**config.mk**
```make
export PLATFORM = sky130hd
export DESIGN_NAME = div_seq_flat
export DESIGN_NICKNAME = d
export VERILOG_FILES = /design/src/rtl/div_pkg.sv /design/src/rtl/div_seq_if.sv /design/src/rtl/sub_cla.sv /design/src/rtl/div_seq.sv /design/src/flat_wrapper.sv
export SDC_FILE = /design/constraint.sdc
export NUM_CORES = 1
export LEC_CHECK = 0
export BUFFER_PORTS_ARGS = -buffer_cell sky130_fd_sc_hd__buf_2
export CAP_MARGIN = 20
export CORE_UTILIZATION = 45
export CTS_BUF_LIST = sky130_fd_sc_hd__clkbuf_4 sky130_fd_sc_hd__clkbuf_8
export DETAILED_ROUTE_END_ITERATION = 12
export PLACE_DENSITY = 0.74
export REMOVE_ABC_BUFFERS = 1
export SLEW_MARGIN = 0
export SYNTH_ARGS = -nofsm -noshare
export SYNTH_HDL_FRONTEND = slang
export SYNTH_SLANG_ARGS = --single-unit
```
**constraint.sdc**
```tcl
create_clock -name clock -period 4.8 [get_ports clock]
set_clock_uncertainty 0.05 [all_clocks]
set_input_delay 0.24 -clock clock [delete_from_list [all_inputs] [get_ports clock]]
set_output_delay 0.24 -clock clock [all_outputs]
set_load 0.02 [all_outputs]
```
**src/rtl/div_pkg.sv**
```systemverilog
// Shared definitions for the sequential divider: FSM state encodings and default width.
package div_pkg;

  localparam logic [1:0] S_IDLE = 2'd0;
  localparam logic [1:0] S_CALC = 2'd1;
  localparam logic [1:0] S_DONE = 2'd2;

  localparam int DIV_W_DEFAULT = 32;

  typedef enum logic [1:0] {
    ST_IDLE = S_IDLE,
    ST_CALC = S_CALC,
    ST_DONE = S_DONE
  } div_state_t;

endpackage

```
**src/rtl/div_seq_if.sv**
```systemverilog
// Divider ctrl/data handshake bundle, shared with the multiplier.
// The data_remainder signal exists only when DIV_REMAINDER_EN is defined.
interface div_seq_if import div_pkg::*; #(
  parameter int WIDTH = DIV_W_DEFAULT
) ();

  logic             ctrl_DIV;
  logic [WIDTH-1:0] data_operandA;
  logic [WIDTH-1:0] data_operandB;
  logic [WIDTH-1:0] data_result;
  logic             data_exception;
  logic             data_resultRDY;
`ifdef DIV_REMAINDER_EN
  logic [WIDTH-1:0] data_remainder;
`endif

  modport master (
    output ctrl_DIV, data_operandA, data_operandB,
    input  data_result, data_exception, data_resultRDY
`ifdef DIV_REMAINDER_EN
    , input data_remainder
`endif
  );

  modport slave (
    input  ctrl_DIV, data_operandA, data_operandB,
    output data_result, data_exception, data_resultRDY
`ifdef DIV_REMAINDER_EN
    , output data_remainder
`endif
  );

endinterface

```
**src/rtl/sub_cla.sv**
```systemverilog
// Combinational subtractor x - y = x + ~y + 1, built from 8-bit carry-lookahead blocks.
// Operands are zero-padded to whole blocks with at least one spare bit, so the
// carry out of bit N-1 appears as sum bit N.

module cla_8 (
  input  logic [7:0] a,
  input  logic [7:0] b,
  input  logic       cin,
  output logic [7:0] s,
  output logic       cout
);

  logic [7:0] g;
  logic [7:0] p;
  logic [8:0] c;
  logic       cc;
  logic       pr;

  assign g = a & b;
  assign p = a ^ b;

  // Every carry is formed directly from generate/propagate terms and cin.
  always_comb begin
    c    = '0;
    cc   = 1'b0;
    pr   = 1'b0;
    c[0] = cin;
    for (int i = 0; i < 8; i++) begin
      cc = g[i];
      pr = p[i];
      for (int j = i - 1; j >= 0; j--) begin
        cc = cc | (pr & g[j]);
        pr = pr & p[j];
      end
      c[i+1] = cc | (pr & cin);
    end
  end

  assign s    = p ^ c[7:0];
  assign cout = c[8];

endmodule

module sub_cla #(
  parameter int N = 33
) (
  input  logic [N-1:0] x,
  input  logic [N-1:0] y,
  output logic [N-1:0] diff,
  output logic         borrow
);

  localparam int NB = (N + 9) / 8;
  localparam int NP = NB * 8;

  logic [NP-1:0] a_pad;
  logic [NP-1:0] b_pad;
  logic [NP-1:0] s_pad;
  logic [NB:0]   c;
  logic          unused_pad;

  assign a_pad = {{(NP-N){1'b0}}, x};
  assign b_pad = {{(NP-N){1'b0}}, ~y};
  assign c[0]  = 1'b1;

  for (genvar i = 0; i < NB; i++) begin : g_blk
    cla_8 u_cla (
      .a    (a_pad[8*i +: 8]),
      .b    (b_pad[8*i +: 8]),
      .cin  (c[i]),
      .s    (s_pad[8*i +: 8]),
      .cout (c[i+1])
    );
  end

  assign diff       = s_pad[N-1:0];
  assign borrow     = ~s_pad[N];
  assign unused_pad = ^{c[NB], s_pad[NP-1:N+1]};

endmodule

```
**src/rtl/div_seq.sv**
```systemverilog
// Multicycle signed restoring divider, one quotient bit per cycle.
// Optional feature: define DIV_REMAINDER_EN to expose data_remainder.
module div_seq import div_pkg::*; #(
  parameter int WIDTH = DIV_W_DEFAULT,
  parameter int CNT_W = 6
) (
  input  logic     clock,
  input  logic     resetn,
  div_seq_if.slave bus
);

  localparam logic [WIDTH-1:0] MIN_INT = {1'b1, {(WIDTH-1){1'b0}}};

  div_state_t       state_q;
  logic [CNT_W-1:0] cnt_q;
  logic [WIDTH-1:0] res_q;
  logic             exc_q;
  logic             rdy_q;
  logic             exc_pend_q;
  logic [WIDTH-1:0] remo_q;

  logic [WIDTH-1:0] q_q;
  logic [WIDTH-1:0] rem_q;
  logic [WIDTH-1:0] dvs_q;
  logic             sign_q;
  logic             sign_a_q;

  logic             start;
  logic [WIDTH-1:0] a_i;
  logic [WIDTH-1:0] b_i;
  logic             special;
  logic [WIDTH-1:0] spec_q;

  logic [WIDTH-1:0] neg_a_y;
  logic [WIDTH-1:0] neg_a;
  logic             neg_a_bw;
  logic [WIDTH-1:0] neg_b_y;
  logic [WIDTH-1:0] neg_b;
  logic             neg_b_bw;
  logic [WIDTH-1:0] abs_a;
  logic [WIDTH-1:0] abs_b;

  logic [WIDTH:0]   rem_shift;
  logic [WIDTH:0]   step_diff;
  logic             step_bw;
  logic [WIDTH-1:0] q_d;
  logic [WIDTH-1:0] rem_d;
  logic             unused_bits;

  assign start = bus.ctrl_DIV;
  assign a_i   = bus.data_operandA;
  assign b_i   = bus.data_operandB;

  // Divide-by-zero yields 0, the single overflowing case yields min_int.
  assign special = (b_i == '0) || ((a_i == MIN_INT) && (b_i == '1));
  assign spec_q  = (b_i == '0) ? '0 : MIN_INT;

  // Shared negators: operand magnitudes on a start, final sign fix-up otherwise.
  assign neg_a_y = start ? a_i : q_q;
  assign neg_b_y = start ? b_i : rem_q;

  sub_cla #(.N(WIDTH)) u_neg_a (
    .x      ({WIDTH{1'b0}}),
    .y      (neg_a_y),
    .diff   (neg_a),
    .borrow (neg_a_bw)
  );

  sub_cla #(.N(WIDTH)) u_neg_b (
    .x      ({WIDTH{1'b0}}),
    .y      (neg_b_y),
    .diff   (neg_b),
    .borrow (neg_b_bw)
  );

  assign abs_a = a_i[WIDTH-1] ? neg_a : a_i;
  assign abs_b = b_i[WIDTH-1] ? neg_b : b_i;

  // Restoring step: trial-subtract the divisor from the shifted partial remainder.
  assign rem_shift = {rem_q, q_q[WIDTH-1]};

  sub_cla #(.N(WIDTH+1)) u_step (
    .x      (rem_shift),
    .y      ({1'b0, dvs_q}),
    .diff   (step_diff),
    .borrow (step_bw)
  );

  assign q_d   = {q_q[WIDTH-2:0], ~step_bw};
  assign rem_d = step_bw ? rem_shift[WIDTH-1:0] : step_diff[WIDTH-1:0];

  // Control FSM, iteration counter and registered outputs.
  always_ff @(posedge clock or negedge resetn) begin
    if (!resetn) begin
      state_q    <= ST_IDLE;
      cnt_q      <= '0;
      res_q      <= '0;
      exc_q      <= 1'b0;
      rdy_q      <= 1'b0;
      exc_pend_q <= 1'b0;
      remo_q     <= '0;
    end else begin
      rdy_q <= 1'b0;
      if (start) begin
        state_q    <= special ? ST_DONE : ST_CALC;
        cnt_q      <= CNT_W'(WIDTH);
        res_q      <= '0;
        exc_q      <= 1'b0;
        remo_q     <= '0;
        exc_pend_q <= special;
      end else begin
        case (state_q)
          ST_CALC: begin
            cnt_q <= cnt_q - CNT_W'(1);
            if (cnt_q == CNT_W'(1)) state_q <= ST_DONE;
          end
          ST_DONE: begin
            res_q   <= (sign_q && !exc_pend_q) ? neg_a : q_q;
            exc_q   <= exc_pend_q;
            remo_q  <= exc_pend_q ? '0 : (sign_a_q ? neg_b : rem_q);
            rdy_q   <= 1'b1;
            state_q <= ST_IDLE;
          end
          default: state_q <= ST_IDLE;
        endcase
      end
    end
  end

  // Datapath registers: operand latch on start, one shift/subtract per CALC cycle.
  always_ff @(posedge clock) begin
    if (start) begin
      q_q      <= special ? spec_q : abs_a;
      rem_q    <= '0;
      dvs_q    <= abs_b;
      sign_q   <= special ? 1'b0 : (a_i[WIDTH-1] ^ b_i[WIDTH-1]);
      sign_a_q <= a_i[WIDTH-1];
    end else if (state_q == ST_CALC) begin
      q_q   <= q_d;
      rem_q <= rem_d;
    end
  end

  assign bus.data_result    = res_q;
  assign bus.data_exception = exc_q;
  assign bus.data_resultRDY = rdy_q;

`ifdef DIV_REMAINDER_EN
  assign bus.data_remainder = remo_q;
  assign unused_bits = ^{neg_a_bw, neg_b_bw, step_diff[WIDTH]};
`else
  assign unused_bits = ^{neg_a_bw, neg_b_bw, step_diff[WIDTH], remo_q};
`endif

endmodule
```
**src/flat_wrapper.sv**
```systemverilog
// flat-port wrapper written by rule: the top's interface ports become plain ports
module div_seq_flat import div_pkg::*;
#(
  parameter int WIDTH = DIV_W_DEFAULT,
  parameter int CNT_W = 6
)
  (clock, resetn, bus_ctrl_DIV, bus_data_operandA, bus_data_operandB, bus_data_result, bus_data_exception, bus_data_resultRDY);
  div_seq_if #(.WIDTH(WIDTH)) bus_i ();
  input  logic clock;
  input  logic resetn;
  input wire logic [$bits(bus_i.ctrl_DIV)-1:0] bus_ctrl_DIV;
  input wire logic [$bits(bus_i.data_operandA)-1:0] bus_data_operandA;
  input wire logic [$bits(bus_i.data_operandB)-1:0] bus_data_operandB;
  output wire logic [$bits(bus_i.data_result)-1:0] bus_data_result;
  output wire logic [$bits(bus_i.data_exception)-1:0] bus_data_exception;
  output wire logic [$bits(bus_i.data_resultRDY)-1:0] bus_data_resultRDY;
  assign bus_i.ctrl_DIV = bus_ctrl_DIV;
  assign bus_i.data_operandA = bus_data_operandA;
  assign bus_i.data_operandB = bus_data_operandB;
  assign bus_data_result = bus_i.data_result;
  assign bus_data_exception = bus_i.data_exception;
  assign bus_data_resultRDY = bus_i.data_resultRDY;
  div_seq #(.WIDTH(WIDTH), .CNT_W(CNT_W)) u_core (.clock(clock), .resetn(resetn), .bus(bus_i));
endmodule
```
* After elaboration in Yosys (flattened, before gate mapping)
Index checks and enable logic that the tools add are counted.
** Word-level totals
- Word-level logic and storage cells :: 724
- Register bits after elaboration :: 140
- Memories kept :: 0
- Bits in latches :: 0
- Output and inout bits :: 34
- Memory bits (read-only) :: 0
- RAM bits :: 0
- Input port bits :: 67
** Operators by class
- Equality and inequality tests :: 6
- Bitwise operators :: 677
- Reductions and logical operators :: 7
- $add $sub $neg :: 1
- Shift-type cells :: 0
- Div/mod/pow operators :: 0
- $mul :: 0
- Mux-type cells :: 22
- Magnitude comparators :: 0
** Operators by type and width (number)
- $and 1x1->1 :: 506
- $mux 32 :: 11
- $or 1x1->1 :: 145
- $xor 8x8->8 :: 16
- $eq 32x32->1 const B :: 2
- $not 32->32 :: 2
- $not 32->33 :: 1
- $and 8x8->8 :: 4
- $logic_not 32->1 :: 1
- $mux 31 :: 1
- $mux 6 :: 2
- $mux 2 :: 4
- $eq 6x1->1 const B :: 1
- $sub 6x1->6 const B :: 1
- $mux 1 :: 4
- $reduce_bool 2->1 :: 2
- $ne 3x2->1 const B :: 1
- $eq 2x1->1 const B :: 1
- $eq 2x2->1 const B :: 1
- $logic_and 1x1->1 :: 2
- $xor 1x1->1 :: 2
- $xor 2x2->2 :: 1
- $logic_not 1->1 :: 1
- $logic_or 1x1->1 :: 1

* Longest topological paths before layout
Gate-level depths: netlist of the first run.
- Depth in word-level cells :: 22
- Depth in mapped cells :: 14
- Gate-level depth less buffers :: 11

* Modules after synthesis
From an unflattened synthesis of the first run, not the netlist that was laid out.
** Unflattened totals
- Cells, all modules :: 1353
- Area, all modules :: 12545.8 µm²
** By module, submodules not included
- div_seq :: area an instance 7350.8 µm², times used 1, cells each 684
- cla_8 at u_core.u_neg_a.g_blk[2].u_cla ... :: area an instance 317.8 µm², times used 13, cells each 37
- cla_8 at u_core.u_neg_a.g_blk[0].u_cla ... :: area an instance 332.8 µm², times used 2, cells each 41
- sub_cla at u_core.u_neg_a ... :: area an instance 131.4 µm², times used 2, cells each 35
- sub_cla at u_core.u_step :: area an instance 135.1 µm², times used 1, cells each 36

* Worst setup path before layout of the first run
OpenSTA, ideal clock, no wires.
- Path kind :: input to register
- From :: input bus_ctrl_DIV
- To :: register u_core.res_q[17] (netlist: u_core.bus.data_result[17])
- Stages on the path :: 13
- Path slack :: 1.292 ns
- Setup time :: 0.099 ns
- Data arrival time :: 3.359 ns
- Cell sequence :: buf_6 clkbuf_1 buf_2 buf_2 buf_1 clkbuf_1 buf_1 buf_1 buf_2 a211oi_1 ha_1 or3_1 a311oi_1
** Between the ends
- Word-level cells in the longest chain between the ends :: 15
** Ends and longest elaborated chain
- start: declaration :: line flat_wrapper.sv:11 : input wire logic [$bits(bus_i.ctrl_DIV)-1:0] bus_ctrl_DIV;
- $mux 32 :: line div_seq.sv:59 : assign neg_a_y = start ? a_i : q_q;
- $not 32->32 :: line sub_cla.sv:63 : assign b_pad = {{(NP-N){1'b0}}, ~y};
- $and 1x1->1 (7 in series) :: line sub_cla.sv:33 : pr = pr & p[j];
- $and 1x1->1 (2 in series) :: line sub_cla.sv:35 : c[i+1] = cc | (pr & cin);
- $xor 8x8->8 :: line sub_cla.sv:39 : assign s = p ^ c[7:0];
- $mux 32 :: line div_seq.sv:118 : res_q <= (sign_q && !exc_pend_q) ? neg_a : q_q;
- $mux 32 :: line div_seq.sv:112 : case (state_q)
- $mux 32 :: line div_seq.sv:104 : if (start) begin
- end signal: assignment :: line div_seq.sv:118
- end: declaration :: line div_seq.sv:16 : logic [WIDTH-1:0] res_q;
Parallel ways exist; a longest one is shown, timed or not. The select of a mux whose other input is x is not followed.
A chain may end at the register's enable or synchronous reset.

* Final worst setup path of the first run
- From :: register u_core.q_q[2]
- To :: register u_core.q_q[16], data pin
** Between the ends
- Word-level cells in the longest chain between the ends :: 10
** Ends and longest elaborated chain
- start: declaration :: line div_seq.sv:22 : logic [WIDTH-1:0] q_q;
- start signal: assignment :: line div_seq.sv:133 : q_q <= special ? spec_q : abs_a;
- start signal: assignment :: line div_seq.sv:139 : q_q <= q_d;
- $mux 32 :: line div_seq.sv:59
- $not 32->32 :: line sub_cla.sv:63
- $and 1x1->1 (3 in series) :: line sub_cla.sv:33
- $and 1x1->1 :: line sub_cla.sv:35
- $xor 8x8->8 :: line sub_cla.sv:39
- $mux 32 :: line div_seq.sv:76 : assign abs_a = a_i[WIDTH-1] ? neg_a : a_i;
- $mux 32 :: line div_seq.sv:133
- $mux 32 :: line div_seq.sv:132 : if (start) begin
Every way passes these cells.

==> impl_metrics.ini, run 1 <==
[status]
status = complete, no violations

[clocking]
clk-insertion-delay-late_ps = 480
root_buffer = clkbuf_8
htreeDepth = 4
cts_setup_buffers = 0
clock-sinks = 140
cts.clk_slew.worst_paths_ps = 90
clock_path_buffers = 2
cts_buffers = 17
cts_tree = done

[worst_setup_path]
worst_setup_path_end_kind = flip-flop
cp.arrival_ps = 3740
path_cells = or4_4 > or4_4 > a2111o_1 > or3b_2 > a211oi_1 > ha_1 > mux2i_1 > o21bai_1
cp_slowest_stage_delay_ps = 560
cp_data_required_time_ps = 4960
cp_common_cell = or4_4
critPathMaxFanout = 7
crit_type = reg2reg
cp-start-kind = flip-flop
cp_slowest_cell = a2111o_1

[synthesis]
yosysMostFrequentCell = nand2_1
synthAdderAreaFrac_pct = 5.833
synth.top_cell.area_share_pct = 19.04
synth_xor_area_share_pct = 8.029
synth_compound_area_share_pct = 20.68
synth-edff-count = 65
yosysTopAreaCell = edfxtp_1
synth_commonest_cells = 118 x nand2_1, 93 x nor2_1, 91 x a21oi_1
ys_types = 74
synth_top_family_by_area = compound AO/OA/AOI/OAI gates
muxShareOfSynthArea_pct = 6.248
synth_area_leaders = edfxtp_1 19%, dfrtp_1 10%, dfxtp_1 6.2%
ys_seq_area_share_pct = 35.78
synth_ff_type = edfxtp_1
syn-instance-count = 1196
syn_avg_cell_area_sq_um = 8.573
ys.warnings.count = 0
synth-seq-cells = 140
synthSimpleGateAreaFrac_pct = 18.45
async_flop_share_pct = 30.71
netlist_area_sq_mm = 0.01025

[layout]
stdcell_count = 1559
finalNetCount = 1379
final_core_util_pct = 51.75
syn_to_final_growth_pct = 11.51
final_cell_area_sq_mm = 0.01143
drive_gt1_share_pct = 14.23
diodes = 0

[detailed_routing]
ant_nets = 0
drt_iter0_drc = 996
drt-vias-per-instance = 6.133
dr.pass1.iters = 5
drt_wl_total_mm = 29.25
vias = 9562
drcViolationCount = 0
wl_per_cell_um = 18.76

[global_routing]
grt_pass1_wl_mm = 46.60
grt_pass1_vias = 8897
grt_max_degree = 104
track_usage_pct = 25.06
antenna_found_initial = 0
grt-ovfl-total = 0

[sta]
max_slew_margin_pct = 31.13
finalSetupTns_ps = 0
setup-violations-final = 0
slew_viol_final = 0
hold_violations = 0
fmax_mhz = 279.6
fin_crit_sh_pct = 74.52
fin_crit_ps = 3577
worstMarginPinSlew_ps = 1031
grt_setup_unrepaired = false

[floorplan]
start_util_pct = 46.41
fp-row-count = 54
core-area_sq_mm = 0.02209
die_y_um = 153.0
die-area_sq_mm = 0.02339
ios = 101
die_w_um = 153.0

[placement]
placed_cell_area_sq_mm = 0.01100
gp_congestion = 0.8971
dp.final_hpwl_mm = 20.54
placed_cells = 1524
io_buffers = 100

[flow_run]
cap_violations = 0

[pwr]
leakage_nw = 4.875
ir_worst_vdd_uv = 176.0
p_total_w = 0.003719
p_per_area_mw_per_mm2 = 325.3

[worst_hold_path]
hold_class = in2reg
## logic make-up after synthesis
kind of cell / count (synthesis)
simple gates: 390
fa+ha+maj: 46
buf+inv: 132
xor+xnor: 94
mux: 63
flops: 140
compound gates: 331
## repair_timing
| item | CTS | global route |
|---|---|---|
| hold buffers | 1 | 0 |
| gates resized for setup | 0 | 0 |
| endpoints found under the hold margin | 43 | 0 |
## final cells by class
class / instances / area, sq um
clock buffers: 18 / 241.5
well taps: 280 / 350.3
clock inverters: 14 / 145.1
flip-flops and latches: 140 / 3669
fillers: 2034 / 10660
repair buffers: 117 / 679.4
inverters: 66 / 247.7
multi-input cells: 924 / 6101
## per-stage QoR
step / setup WS (ps) / hold slack, ps
floorplan: 284.8 / -105.6
global placement: 1168 / 426.3
detailed placement: 1080 / 425.1
CTS: 1242 / 64.96
global route: 1065 / 87.80
finish: 1223 / 83.85
## layout by cell type, fill, tap and decap left out, drive strengths merged, types with 22 or more instances in the layout
cell type and n:
a211oi 26, a21oi 91, buf 115, dfrtp 43, dfxtp 32, edfxtp 65
ha 43, inv 69, mux2i 55, nand2 119, nand3 22, nor2 93
nor3 42, o21ai 78, o22ai 34, xnor2 39, xor2 55
## path summary, 6_finish.rpt
check | to | depth (start not counted) | start | slack [ps]
max in group asynchronous | u_core.bus.data_result[12]$_DFFE_PN0P_ | 3 | resetn | 4090
max reg2reg | u_core.q_q[16]$_DFFE_PP_ | 8 | u_core.q_q[2]$_DFFE_PP_ | 1220
min reg2reg | u_core.cnt_q[5]$_DFFE_PN0P_ | 2 | u_core.cnt_q[5]$_DFFE_PN0P_ | 480
min in group asynchronous | u_core.bus.data_result[5]$_DFFE_PN0P_ | 2 | resetn | 120
min | u_core.dvs_q[1]$_DFFE_PP_ | 2 | bus_data_operandB[1] | 80
max | u_core.q_q[16]$_DFFE_PP_ | 8 | u_core.q_q[2]$_DFFE_PP_ | 1220
## routing by layer
| layer | up-vias | global-route usage, % | part of all wire [%] |
|---|---|---|---|
| li1 | 4520 | - | - |
| met1 | 4561 | 33.74 | 44 |
| met2 | 424 | 39.10 | 45 |
| met3 | 57 | 4.877 | 8.2 |
| met4 | 0 | 11.06 | 3.3 |
| met5 | - | 0 | 0 |
## critical path: cells and delay by family, from the launching register on
kind | cells | cell delay (ps)
flip-flops | 1 | 440
AND/OR/NAND/NOR | 3 | 1530
multiplexers | 1 | 140
AO/OA/AOI/OAI | 3 | 870
adder cells (fa/ha/maj) | 1 | 280
## report_power, final
group          internal, W  switching [W]  leakage, nW
clock             0.000468       0.000514        0.191
combinational     0.000495       0.000701         3.18
sequential         0.00140       0.000139         1.51
total              0.00237        0.00135         4.88
## registers in the layout, indices dropped and copies added (netlist names)
name / flops
u_core.state_q: 2
u_core.bus.data_resultRDY: 1
u_core.dvs_q: 32
u_core.bus.data_exception: 1
u_core.q_q: 32
u_core.sign_q: 1
u_core.exc_pend_q: 1
u_core.rem_q: 32
u_core.cnt_q: 6
u_core.bus.data_result: 32
(Power assumes the default switching activity.)
==> inputs of run 2 (changes only) <==
- clock period: 4.8 -> 3.5 ns (I/O delays scaled with it)
==> run 2 against run 1 <==
Effect of this change: via count grew 0.16%; cell area grew 1.7%; power grew 34%; wire length grew 1.9%; combinational power grew 42%; sequential cell count is the same; count of clock-buffer cells in the layout grew 1; non-clock buffer count grew 28; critical endpoint unchanged.
==> impl_metrics.ini, run 2 (synthesis gave the netlist of run 1 again) <==
[status]
status = complete, no violations

[clocking]
root_buffer = clkbuf_8
clk-insertion-delay-late_ps = 470
cts_tree = done
cts.clk_slew.worst_paths_ps = 90
htreeDepth = 4
cts_buffers = 17
clock_path_buffers = 2
clock-sinks = 140

[worst_setup_path]
cp-start-kind = input pin
rr_worst_depth = 8
cp_data_required_time_ps = 3660
cp.arrival_ps = 3590
r2r-end = u_core.q_q[16]$_DFFE_PP_
worst_setup_path_end_kind = flip-flop
crit_type = in2reg
r2r_start = u_core.q_q[2]$_DFFE_PP_
critPathMaxFanout = 5
r2r_slack_ps = 120

[sta]
fin_crit_ps = 3437
fin_crit_sh_pct = 98.19
worstMarginPinSlew_ps = 933.3
hold_violations = 0
max_slew_margin_pct = 37.55
setup-violations-final = 0
fmax_mhz = 291.0
slew_viol_final = 0

[global_routing]
grt_pass1_vias = 8832
grt_pass1_wl_mm = 47.54
grt_max_degree = 69
grt-ovfl-total = 0
track_usage_pct = 25.83
antenna_found_initial = 1

[floorplan]
die_w_um = 153.0
ios = 101
core-area_sq_mm = 0.02209
start_util_pct = 46.41
die_y_um = 153.0
fp-row-count = 54
die-area_sq_mm = 0.02339

[detailed_routing]
drt_iter0_drc = 911
ant_nets = 0
vias = 9577
drcViolationCount = 0
dr.pass1.iters = 6
wl_per_cell_um = 18.78
drt-vias-per-instance = 6.031
drt_wl_total_mm = 29.82

[layout]
syn_to_final_growth_pct = 13.35
nFillCells = 1995
final_core_util_pct = 52.61
final_cell_area_sq_mm = 0.01162
multi_input_area_sq_mm = 0.006110
final_cell_mix = 118 x nand2_1, 99 x buf_2, 93 x nor2_1
final_common_cell = nand2_1
regArea_sq_mm = 0.003669
finalNetCount = 1407
drive_gt1_share_pct = 16.22

[pwr]
p_per_area_mw_per_mm2 = 428.9
leakage_nw = 4.997
ir_worst_vdd_uv = 215.6

[placement]
dp.final_hpwl_mm = 21.43
io_buffers = 100
gp_congestion = 0.9348
placed_cell_area_sq_mm = 0.01121

[flow_run]
cap_violations = 0

[worst_hold_path]
hold_class = in2async
## run 2: per-stage QoR
step	worst slack (ps)	power (W)	std cells	TNS, ps	hold slack, ps
final	63.31	0.004985	1588	0	35.30
after global routing	-7.461	0.005282	1588	-7.461	24.98
after CTS	33.38	0.004970	1584	0	19.36
after detailed placement	58.78	0.003779	1550	0	356.7
after global placement	99.61	0.003734	1550	0	354.4
after floorplan	-1015	0.003236	1130	-27570	-170.6
## run 2: worst max-delay path by stage
stage / start / endpoint / slack (ps) / cells after the start
after detailed placement: u_core.q_q[2]$_DFFE_PP_ / u_core.q_q[16]$_DFFE_PP_ / 60 / 8
final: bus_ctrl_DIV / u_core.q_q[16]$_DFFE_PP_ / 60 / 10
after global placement: u_core.q_q[2]$_DFFE_PP_ / u_core.q_q[17]$_DFFE_PP_ / 100 / 9
after global routing: bus_ctrl_DIV / u_core.q_q[16]$_DFFE_PP_ / -7 / 10
after floorplan: u_core.q_q[31]$_DFFE_PP_ / u_core.rem_q[14]$_SDFFE_PP0P_ / -1020 / 9
after CTS: bus_ctrl_DIV / u_core.q_q[17]$_DFFE_PP_ / 30 / 11
## run 2: power by group
group | total (W) | internal (W) | switching [W]
Clock | 0.00119 | 0.000507 | 0.000684
Combinational | 0.00170 | 0.000708 | 0.000994
Sequential | 0.00209 | 0.00192 | 0.000168
Total | 0.00498 | 0.00314 | 0.00185
## run 2: metal layers
metal,up-vias,share of wire (%),track usage [%],wire [um]
met2,385,45,40.08,13520
met4,0,2.6,9.764,787
met1,4563,44,35.34,13120
met5,-,0,0,0
met3,46,8.0,5.415,2397
li1,4583,-,-,-
## run 2: area by class of cell
type	count	share of cell area [%]
inverter	66	2.132
timing repair buffer	145	7.740
clock inverter	13	0.8182
clock buffer	19	2.142
tap	280	3.014
multi-input combinational	924	52.57
sequential	140	31.56
antenna	1	0.02153
## run 2: worst max-delay path: stages
cell           delay [ps]
dlygate4sd3_1         590
buf_6                 170
or4b_4                480
or4_1                 440
a2111o_1              510
or3b_2                530
a211oi_2              220
ha_1                  270
mux2i_1               130
o21bai_1               80
## run 2: repair_timing
item,CTS,global route
hold buffers,2,0
setup buffers,0,2
resized for setup,0,2
hold endpoints to repair,47,0
setup endpoints to repair,0,4
==> inputs of run 3 (changes only) <==
- CTS_BUF_LIST: sky130_fd_sc_hd__clkbuf_4 sky130_fd_sc_hd__clkbuf_8 -> sky130_fd_sc_hd__clkbuf_2 sky130_fd_sc_hd__clkbuf_4 sky130_fd_sc_hd__clkbuf_8
- PLACE_DENSITY: 0.74 -> 0.64
- RECOVER_POWER: unset -> 50
==> run 3 against run 2 <==
Effect of this change: highest routed layer unchanged; non-clock buffer count is 2 lower; the flow now finishes with violations (capacitance limit, slew limit); critical path depth down 1; maximum frequency up 2.6%; clock power increased by 18%.
==> impl_metrics.ini, run 3 (synthesis gave the netlist of run 1 again) <==
[placement]
place_ws_ps = 92.17
io_buffers = 100
dp.final_hpwl_mm = 21.70
gp_congestion = 0.9062

[worst_setup_path]
r2r_slack_ps = 150
cp.arrival_ps = 3500
cp_slowest_cell = or3b_2
cp-start-kind = flip-flop
critPathMaxFanout = 4
cp_slowest_stage_delay_ps = 530
worst_setup_path_end_kind = flip-flop
cp_data_required_time_ps = 3650
crit_type = reg2reg
cp_common_cell = or4_4
path_cells = or4_4 > or4_4 > a2111o_1 > or3b_2 > a211oi_2 > ha_1 > nor2b_1 > xnor2_1 > o2bb2ai_1

[clocking]
cts.clk_slew.worst_paths_ps = 90
clock-sinks = 140
htreeDepth = 4
cts_setup_buffers = 0
clk-insertion-delay-late_ps = 460
root_buffer = clkbuf_8
cts_tree = done
cts_buffers = 17
clock_path_buffers = 2

[layout]
final_common_cell = nand2_1
nFillCells = 2125
finalNetCount = 1405
syn_to_final_growth_pct = 13.18
final_core_util_pct = 52.53
drive_gt1_share_pct = 12.95
final_cell_mix = 118 x nand2_1, 93 x nor2_1, 90 x a21oi_1

[status]
status = finished with violations
violations = capacitance limit, slew limit

[sta]
slew_viol_final = 26
hold_violations = 0
grt_setup_unrepaired = false
worstMarginPinSlew_ps = 1518
fin_crit_ps = 3351
max_slew_margin_pct = -1.186
fmax_mhz = 298.4
layout_setup_ws_ps = 148.8
setup-violations-final = 0
fin_crit_sh_pct = 95.75

[floorplan]
fp-row-count = 54
ios = 101
core-area_sq_mm = 0.02209
die_y_um = 153.0
start_util_pct = 46.41
die-area_sq_mm = 0.02339
die_w_um = 153.0

[pwr]
power_frac_seq_pct = 40.3
p_switching_w = 0.001857
intPower_w = 0.003367
p_per_area_mw_per_mm2 = 450.1
switching_share_pct = 35.54
clockPowerShare_pct = 27.0
ir_worst_vdd_uv = 240.5
leakage_nw = 4.835
combPwrFrac_pct = 32.7

[worst_hold_path]
hold_class = in2reg

[global_routing]
grt-ovfl-total = 0
grt_pass1_vias = 8851
grt_pass1_wl_mm = 48.24
track_usage_pct = 26.25
grt_max_degree = 115
antenna_found_initial = 1

[detailed_routing]
wl_per_cell_um = 19.25
ant_nets = 0
vias = 9514
drt-vias-per-instance = 5.999
drcViolationCount = 0
dr.pass1.iters = 5
drt_wl_total_mm = 30.53
drt_iter0_drc = 793

[flow_run]
cap_violations = 1
==> run 3: per-layer routing <==
metal | part of all wire, % | GRT usage, %
met5 | 0 | 0
met4 | 2.9 | 10.15
met3 | 6.1 | 3.913
met2 | 44 | 39.91
met1 | 47 | 37.47
==> run 3: power groups by stage <==
stage	combinational [W]	sequential, W	clock (W)
6_report	0.00171	0.00210	0.00141
5_1_grt	0.00190	0.00212	0.00150
4_1_cts	0.00170	0.00210	0.00144
3_5_place_dp	0.00168	0.00213	0
3_3_place_gp	0.00166	0.00213	0
2_1_floorplan	0.00115	0.00209	0
==> run 3: cell type report <==
class	count	area [sq um]	share of cell area, %
repair buffers	143	827.0	7.127
multi-input cells	924	6093	52.51
inverters	66	247.7	2.135
clock inverters	13	166.4	1.434
diodes	1	2.502	0.02156
clock buffers	19	249.0	2.146
well taps	280	350.3	3.019
flip-flops and latches	140	3669	31.61
==> run 3: final timing paths <==
path | startpoint | end | cells after the start
min in group asynchronous | resetn | u_core.bus.data_result[5]$_DFFE_PN0P_ | 2
min reg2reg | u_core.bus.data_exception$_DFFE_PN0P_ | u_core.bus.data_exception$_DFFE_PN0P_ | 2
max in group asynchronous | resetn | u_core.bus.data_result[31]$_DFFE_PN0P_ | 3
min | bus_data_operandA[5] | u_core.q_q[5]$_DFFE_PP_ | 3
max | u_core.q_q[1]$_DFFE_PP_ | u_core.q_q[17]$_DFFE_PP_ | 9
max reg2reg | u_core.q_q[1]$_DFFE_PP_ | u_core.q_q[17]$_DFFE_PP_ | 9
==> run 3: worst max-delay path, delay by kind of cell, from the launching register on <==
kind                       cells  cell delay (ps)
DFF                            1              440
AOI/OAI and AO/OA              3              730
xor gates and xnor gates       1              140
adders and majority gates      1              210
and+or+nand+nor                4             1530
==> run 3: per-stage QoR <==
stage	total power [W]	TNS, ps	instances	hold slack (ps)	area (sq um)
3_3_place_gp	0.003789	0	1551	360.8	11250
2_1_floorplan	0.003236	-27570	1130	-170.6	9991
4_1_cts	0.005233	0	1584	25.73	11670
5_1_grt	0.005517	0	1586	39.47	11600
3_5_place_dp	0.003816	0	1551	383.1	11250
6_report	0.005223	0	1586	44.59	11600
==> run 3: timing repair <==
action                                  CTS  global route
endpoints found under the setup margin    0             4
gates resized for setup                   0             1
hold buffers                              1             0
hold endpoints to repair                 43             0
